## src/rtl/pipe_skid_reg.sv

```systemverilog
// pipe_skid_reg: generic valid/ready pipeline stage with a two-entry skid buffer.
// The main entry drives every out_* port. The skid entry holds one extra beat,
// so in_ready is a plain register bit with no combinational path from out_ready.
// The stall/flush/cpu_en semantics and the hazard flags used by the forwarding
// unit are the same as in the fixed-field ID/EX register this stage replaces.
// Optional feature: define PIPE_SKID_STAT_EN to add the stall_cycles
// backpressure counter and its output port.
module pipe_skid_reg #(
  parameter int DATA_WIDTH     = 160,
  parameter int GPR_ADDR_WIDTH = 5,
  parameter int STAT_WIDTH     = 32
) (
  input  logic                      clk,
  input  logic                      rst,
  input  logic                      cpu_en,
  input  logic                      flush,
  input  logic                      in_valid,
  output logic                      in_ready,
  input  logic [DATA_WIDTH-1:0]     in_data,
  input  logic                      in_gpr_we,
  input  logic                      in_is_load,
  input  logic [GPR_ADDR_WIDTH-1:0] in_dst_addr,
  output logic                      out_valid,
  input  logic                      out_ready,
  output logic [DATA_WIDTH-1:0]     out_data,
  output logic                      out_gpr_we,
  output logic                      out_is_load,
  output logic [GPR_ADDR_WIDTH-1:0] out_dst_addr,
  output logic                      load_in_stage,
`ifdef PIPE_SKID_STAT_EN
  output logic [STAT_WIDTH-1:0]     stall_cycles,
`endif
  output logic                      alu2gpr_in_stage
);

  // The state encoding is chosen so that bit 0 is "main entry valid" and bit 1
  // is "skid entry valid". out_valid and in_ready are then single flop bits.
  typedef enum logic [1:0] {
    ST_EMPTY = 2'b00,
    ST_FULL  = 2'b01,
    ST_SKID  = 2'b11
  } state_e;

  state_e                    state_q, state_d;
  logic [DATA_WIDTH-1:0]     main_data_q, main_data_d;
  logic                      main_gpr_we_q, main_gpr_we_d;
  logic                      main_is_load_q, main_is_load_d;
  logic [GPR_ADDR_WIDTH-1:0] main_dst_q, main_dst_d;
  logic [DATA_WIDTH-1:0]     skid_data_q, skid_data_d;
  logic                      skid_gpr_we_q, skid_gpr_we_d;
  logic                      skid_is_load_q, skid_is_load_d;
  logic [GPR_ADDR_WIDTH-1:0] skid_dst_q, skid_dst_d;

  logic in_fire;
  logic out_fire;

  assign out_valid = state_q[0];
  assign in_ready  = ~state_q[1];

  assign in_fire  = cpu_en & in_valid & in_ready;
  assign out_fire = cpu_en & out_valid & out_ready;

  assign out_data     = main_data_q;
  assign out_gpr_we   = main_gpr_we_q;
  assign out_is_load  = main_is_load_q;
  assign out_dst_addr = main_dst_q;

  // Hazard flags look only at the head beat; a beat in the skid entry has not
  // reached this stage from the forwarding unit's point of view.
  assign load_in_stage    = out_valid & main_gpr_we_q & main_is_load_q;
  assign alu2gpr_in_stage = out_valid & main_gpr_we_q & ~main_is_load_q;

  // Next-state and next-entry logic. flush wins over any handshake transfer.
  always_comb begin
    state_d        = state_q;
    main_data_d    = main_data_q;
    main_gpr_we_d  = main_gpr_we_q;
    main_is_load_d = main_is_load_q;
    main_dst_d     = main_dst_q;
    skid_data_d    = skid_data_q;
    skid_gpr_we_d  = skid_gpr_we_q;
    skid_is_load_d = skid_is_load_q;
    skid_dst_d     = skid_dst_q;

    if (flush) begin
      state_d        = ST_EMPTY;
      main_data_d    = '0;
      main_gpr_we_d  = 1'b0;
      main_is_load_d = 1'b0;
      main_dst_d     = '0;
      skid_data_d    = '0;
      skid_gpr_we_d  = 1'b0;
      skid_is_load_d = 1'b0;
      skid_dst_d     = '0;
    end else begin
      unique case (state_q)
        ST_EMPTY: begin
          if (in_fire) begin
            state_d        = ST_FULL;
            main_data_d    = in_data;
            main_gpr_we_d  = in_gpr_we;
            main_is_load_d = in_is_load;
            main_dst_d     = in_dst_addr;
          end
        end
        ST_FULL: begin
          if (in_fire && out_fire) begin
            main_data_d    = in_data;
            main_gpr_we_d  = in_gpr_we;
            main_is_load_d = in_is_load;
            main_dst_d     = in_dst_addr;
          end else if (in_fire) begin
            state_d        = ST_SKID;
            skid_data_d    = in_data;
            skid_gpr_we_d  = in_gpr_we;
            skid_is_load_d = in_is_load;
            skid_dst_d     = in_dst_addr;
          end else if (out_fire) begin
            state_d = ST_EMPTY;
          end
        end
        ST_SKID: begin
          // in_ready is low here, so only the drain side can move.
          if (out_fire) begin
            state_d        = ST_FULL;
            main_data_d    = skid_data_q;
            main_gpr_we_d  = skid_gpr_we_q;
            main_is_load_d = skid_is_load_q;
            main_dst_d     = skid_dst_q;
            skid_data_d    = '0;
            skid_gpr_we_d  = 1'b0;
            skid_is_load_d = 1'b0;
            skid_dst_d     = '0;
          end
        end
        default: begin
          state_d = ST_EMPTY;
        end
      endcase
    end
  end

`ifdef PIPE_SKID_STAT_EN
  logic [STAT_WIDTH-1:0] stall_q, stall_d;

  // Backpressure counter: counts enabled cycles where the head beat is
  // blocked. It saturates instead of wrapping, and only rst clears it.
  always_comb begin
    stall_d = stall_q;
    if (cpu_en && out_valid && !out_ready && !(&stall_q)) begin
      stall_d = stall_q + 1'b1;
    end
  end

  // Counter register.
  always_ff @(posedge clk) begin
    if (rst) begin
      stall_q <= '0;
    end else begin
      stall_q <= stall_d;
    end
  end

  assign stall_cycles = stall_q;
`endif

  // Stage registers. Reset clears everything. flush is applied through the
  // _d logic so that it also takes effect when cpu_en is low.
  always_ff @(posedge clk) begin
    if (rst) begin
      state_q        <= ST_EMPTY;
      main_data_q    <= '0;
      main_gpr_we_q  <= 1'b0;
      main_is_load_q <= 1'b0;
      main_dst_q     <= '0;
      skid_data_q    <= '0;
      skid_gpr_we_q  <= 1'b0;
      skid_is_load_q <= 1'b0;
      skid_dst_q     <= '0;
    end else if (cpu_en || flush) begin
      state_q        <= state_d;
      main_data_q    <= main_data_d;
      main_gpr_we_q  <= main_gpr_we_d;
      main_is_load_q <= main_is_load_d;
      main_dst_q     <= main_dst_d;
      skid_data_q    <= skid_data_d;
      skid_gpr_we_q  <= skid_gpr_we_d;
      skid_is_load_q <= skid_is_load_d;
      skid_dst_q     <= skid_dst_d;
    end
  end

endmodule

```

## config.mk

```make
export PLATFORM = sky130hd
export DESIGN_NAME = pipe_skid_reg
export DESIGN_NICKNAME = d
export VERILOG_FILES = /design/src/rtl/pipe_skid_reg.sv
export SDC_FILE = /design/constraint.sdc
export NUM_CORES = 1
export LEC_CHECK = 0
export ABC_AREA = 1
export CAP_MARGIN = 20
export CORE_MARGIN = 1.5
export CORE_UTILIZATION = 51
export CTS_CLUSTER_SIZE = 40
export DETAILED_ROUTE_END_ITERATION = 10
export PLACE_DENSITY_LB_ADDON = 0.2
export SYNTH_ARGS = -nofsm -noshare
export SYNTH_HDL_FRONTEND = slang
export SYNTH_SLANG_ARGS = --single-unit
```

## constraint.sdc

```tcl
create_clock -name clk -period 2.2 [get_ports clk]
set_clock_uncertainty 0.2 [all_clocks]
set_input_delay 0.66 -clock clk [delete_from_list [all_inputs] [get_ports clk]]
set_output_delay 0.66 -clock clk [all_outputs]
set_load 0.05 [all_outputs]
```

==> summary.md <==
| Metric | Value |
|---|---|
| Sequential share of power | `34.0%` |
| Most frequent cells in the layout | `nor2_1, nand2_1, dfxtp_1, buf_4, clkdlybuf4s50_1` |
| Switch Pwr | `9.20 mW` |
| CP Buf/Inv Count | `5` |
| F_max | `455 MHz` |
| # setup viols final | `0` |
| Chip Height | `178 um` |
| Average size of a mapped cell | `6.27 um^2` |
| Core footprint | `0.0298 mm^2` |
| Layout cells sized above 1 | `13.5%` |
| Worst EP arrival | `2.41 ns` |
| CTS tree | `yes` |
| Min Tclk post-route | `2.20 ns` |
| Worst Reg-to-Reg Cells | `14` |
| Final Total Pwr | `23.6 mW` |
| Total congestion overflow | `0` |
| Max stage delay cell, worst path | `dfxtp_4` |
| Worst path top cell family by delay | `buffers and inverters` |
| WP data required | `2.41 ns` |
| Post-synth top area cell | `dfxtp_1` |
| Chip width | `178 um` |
| Gp weighted congestion | `0.831` |
| Root buffer cell | `clkbuf_16` |
| Critical path peak fanout | `10` |
| Pin count of the biggest net entering global routing | `88` |
| Cell Rows | `63` |
| Gr usage total | `27.5%` |
| Vias in the first global route | `15100` |
| Starting Density | `52.2%` |
| Cell-internal power | `14.4 mW` |
| Reg2reg setup slack | `0.004 ns` |
| Slowest stage delay, CP | `0.35 ns` |
| Post-Syn Area | `0.0156 mm^2` |
| Nets | `2997` |
| Drt pass-1 iters | `5` |
| # H-tree levels | `2` |
| Comb power frac | `40.8%` |
| RSZ-0062 raised after global routing | `yes` |
| Global-route wire length before repair | `71500 um` |
| Worst setup path end | `out_data[11]` |
| WL per Instance | `15.0 um` |
| Critical path depth | `14` |
| Hold buffer count at cts | `0` |
| CTS Buffer Depth | `3` |
| Clock power share | `25.2%` |
| Most common cell after layout, fill and taps aside | `nor2_1` |
| DRC violations left | `0` |
| Yosys reg bits | `336` |
| Dpl ws | `-0.452 ns` |
| CTS Buf Count | `37` |
| Max-slew violation count | `0` |
| Layout area overhead | `37.7%` |
| # IOs | `344` |
| Worst VDD drop | `0.677 mV` |
| Final worst slack | `0.00401 ns` |
| Clk_lat worst skew | `0.52 ns` |
| Top cells by area, synth | `dfxtp_1, nor2_1, nand2_1` |
| Power Density | `1100 mW/mm^2` |
| Part of the Yosys area used for sequential elements | `43.2%` |
| Total number of vias | `16600` |
| Reg2reg end | `out_data[11]` |
| FF-to-FF Start | `state_q[0]` |
| Mapped Nets | `2658` |
| Final WL | `48500 um` |
| Lkg Pwr | `10.8 nW` |
| Sw Share | `39.0%` |
| Final hold violations | `0` |
| Max-cap viol count | `0` |
| Initial antenna violation count | `4` |
| Clk sink count | `336` |
| Cell variety after synth | `18` |
| Setup CP Type | `reg2reg` |
| Vias per inst | `5.12` |
| Crit. Startpoint | `state_q[0]` |
| Synth top area share | `43.2%` |
| Slew HR | `68.8%` |
| Area of the multi-input gates | `0.00776 mm^2` |
| Reg clk slew, reported paths | `0.06 ns` |
| Worst hold path class | `reg2reg` |
| Status | `finished, final reports clean` |
| Buffers on Ports | `343` |
| Post-DP HPWL | `29800 um` |
| Register area | `0.00673 mm^2` |
| Tcrit/Tclk final | `99.8%` |
| Worst Setup End Kind | `flip-flop` |
| Most used cell, CP | `nand2_1` |
| Initial drt markers | `1162` |
| Die footprint | `0.0316 mm^2` |
| Syn Inst Count | `2481` |
| ANT nets after route | `0` |
| Synth Warn # | `0` |
| # fillers | `2417` |
| Worst Tran Pin Value | `0.467 ns` |
| CP cell instances | `buf_4, inv_2, ha_2, nand2_1, nand2_1, nand2_2, nand3_2, nor2_4, buf_4, clkbuf_16, buf_16, nand2_1, nand2_1, nor2_1` |
| Worst setup SP type | `flip-flop` |
## synthesized netlist by cell type (all sizes together)
| cell | count |
|---|---|
| clkbuf | 84 |
| ha | 4 |
| nor2 | 851 |
| o21bai | 88 |
| dfxtp | 336 |
| a21oi | 167 |
| buf | 88 |
| inv | 91 |
| nand3 | 5 |
| nand2 | 765 |
| o21ai | 2 |
## power by group through the flow
stage / clock network [mW] / logic (mW) / registers, mW
2_1_floorplan: 0 / 3.71 / 10.2
3_3_place_gp: 0 / 8.38 / 8.06
3_5_place_dp: 0 / 8.56 / 8.10
4_1_cts: 6.00 / 8.62 / 7.99
5_1_grt: 6.26 / 10.4 / 8.11
6_report: 5.94 / 9.63 / 8.01
## cells by family (layout without fill, tap and decap cells)
group                      Yosys count  after routing  share of synthesized area [%]
and+or+nand+nor                   1621           1621                           39.3
DFF                                336            336                           43.2
adders and majority gates            4              4                          0.322
AOI/OAI and AO/OA                  257            257                           9.68
buffers and inverters              263            629                           7.45
other                                0              1                              0
## worst min-delay path by stage
stage	endpoint	slack (ns)	start	cells past startpoint
3_5_place_dp	skid_data_q[36]	0.27	skid_data_q[36]	2
4_1_cts	skid_data_q[39]	0.29	skid_data_q[39]	2
2_1_floorplan	skid_data_q[0]	0.26	skid_data_q[0]	2
3_3_place_gp	skid_data_q[93]	0.26	skid_data_q[93]	2
5_1_grt	skid_data_q[39]	0.30	skid_data_q[39]	2
6_report	out_data[19]	0.28	out_data[19]	2
## stage by stage
stage                     utilization [%]  TNS [ns]  instances  hold WS [ns]  instance area [um^2]
after floorplan                         -    -0.166       2481         0.255                 15600
after global placement               65.3   -112.24       3140         0.262                 19500
after detailed placement             65.3   -129.93       3140         0.272                 19500
after CTS                            69.4         0       3208         0.285                 20700
after global routing                 71.9     -5.95       3238         0.299                 21400
final                                71.9         0       3238         0.281                 21400
## layout make-up
cell class              count  share of cell area [%]
well taps                 390                    2.28
clock inverters             9                   0.257
multi-input cells        1882                    36.2
clock buffers              57                    5.15
flip-flops and latches    336                    31.4
diodes                      1                  0.0117
repair buffers            472                    23.0
inverters                  91                    1.67
## repair_timing
action / CTS / global route
endpoints found under the hold margin: 0 / 0
setup buffers: 2 / 4
gates cloned: 0 / 25
pin swaps: 1 / 3
resized for setup: 9 / 42
setup endpoints to repair: 2 / 292
## registers in the layout (all words and copies together), names as in the netlist
register        count
out_data          160
out_dst_addr        5
out_gpr_we          1
out_is_load         1
skid_data_q       160
skid_dst_q          5
skid_gpr_we_q       1
skid_is_load_q      1
state_q             2
## layer usage
metal	global-route usage [%]	part of all wire [%]	routed length (um)
met5	0	0.078	38
met4	11.4	3.6	1720
met3	4.50	7.7	3760
met2	46.6	47	23000
met1	34.7	41	19900
## worst min-delay path, stage by stage, from the launching register on
cell,delay (ns)
dfxtp_1,0.32
nor2_1,0.05
nor2_1,0.08
No activity file was read; power rests on OpenSTA's default activity.
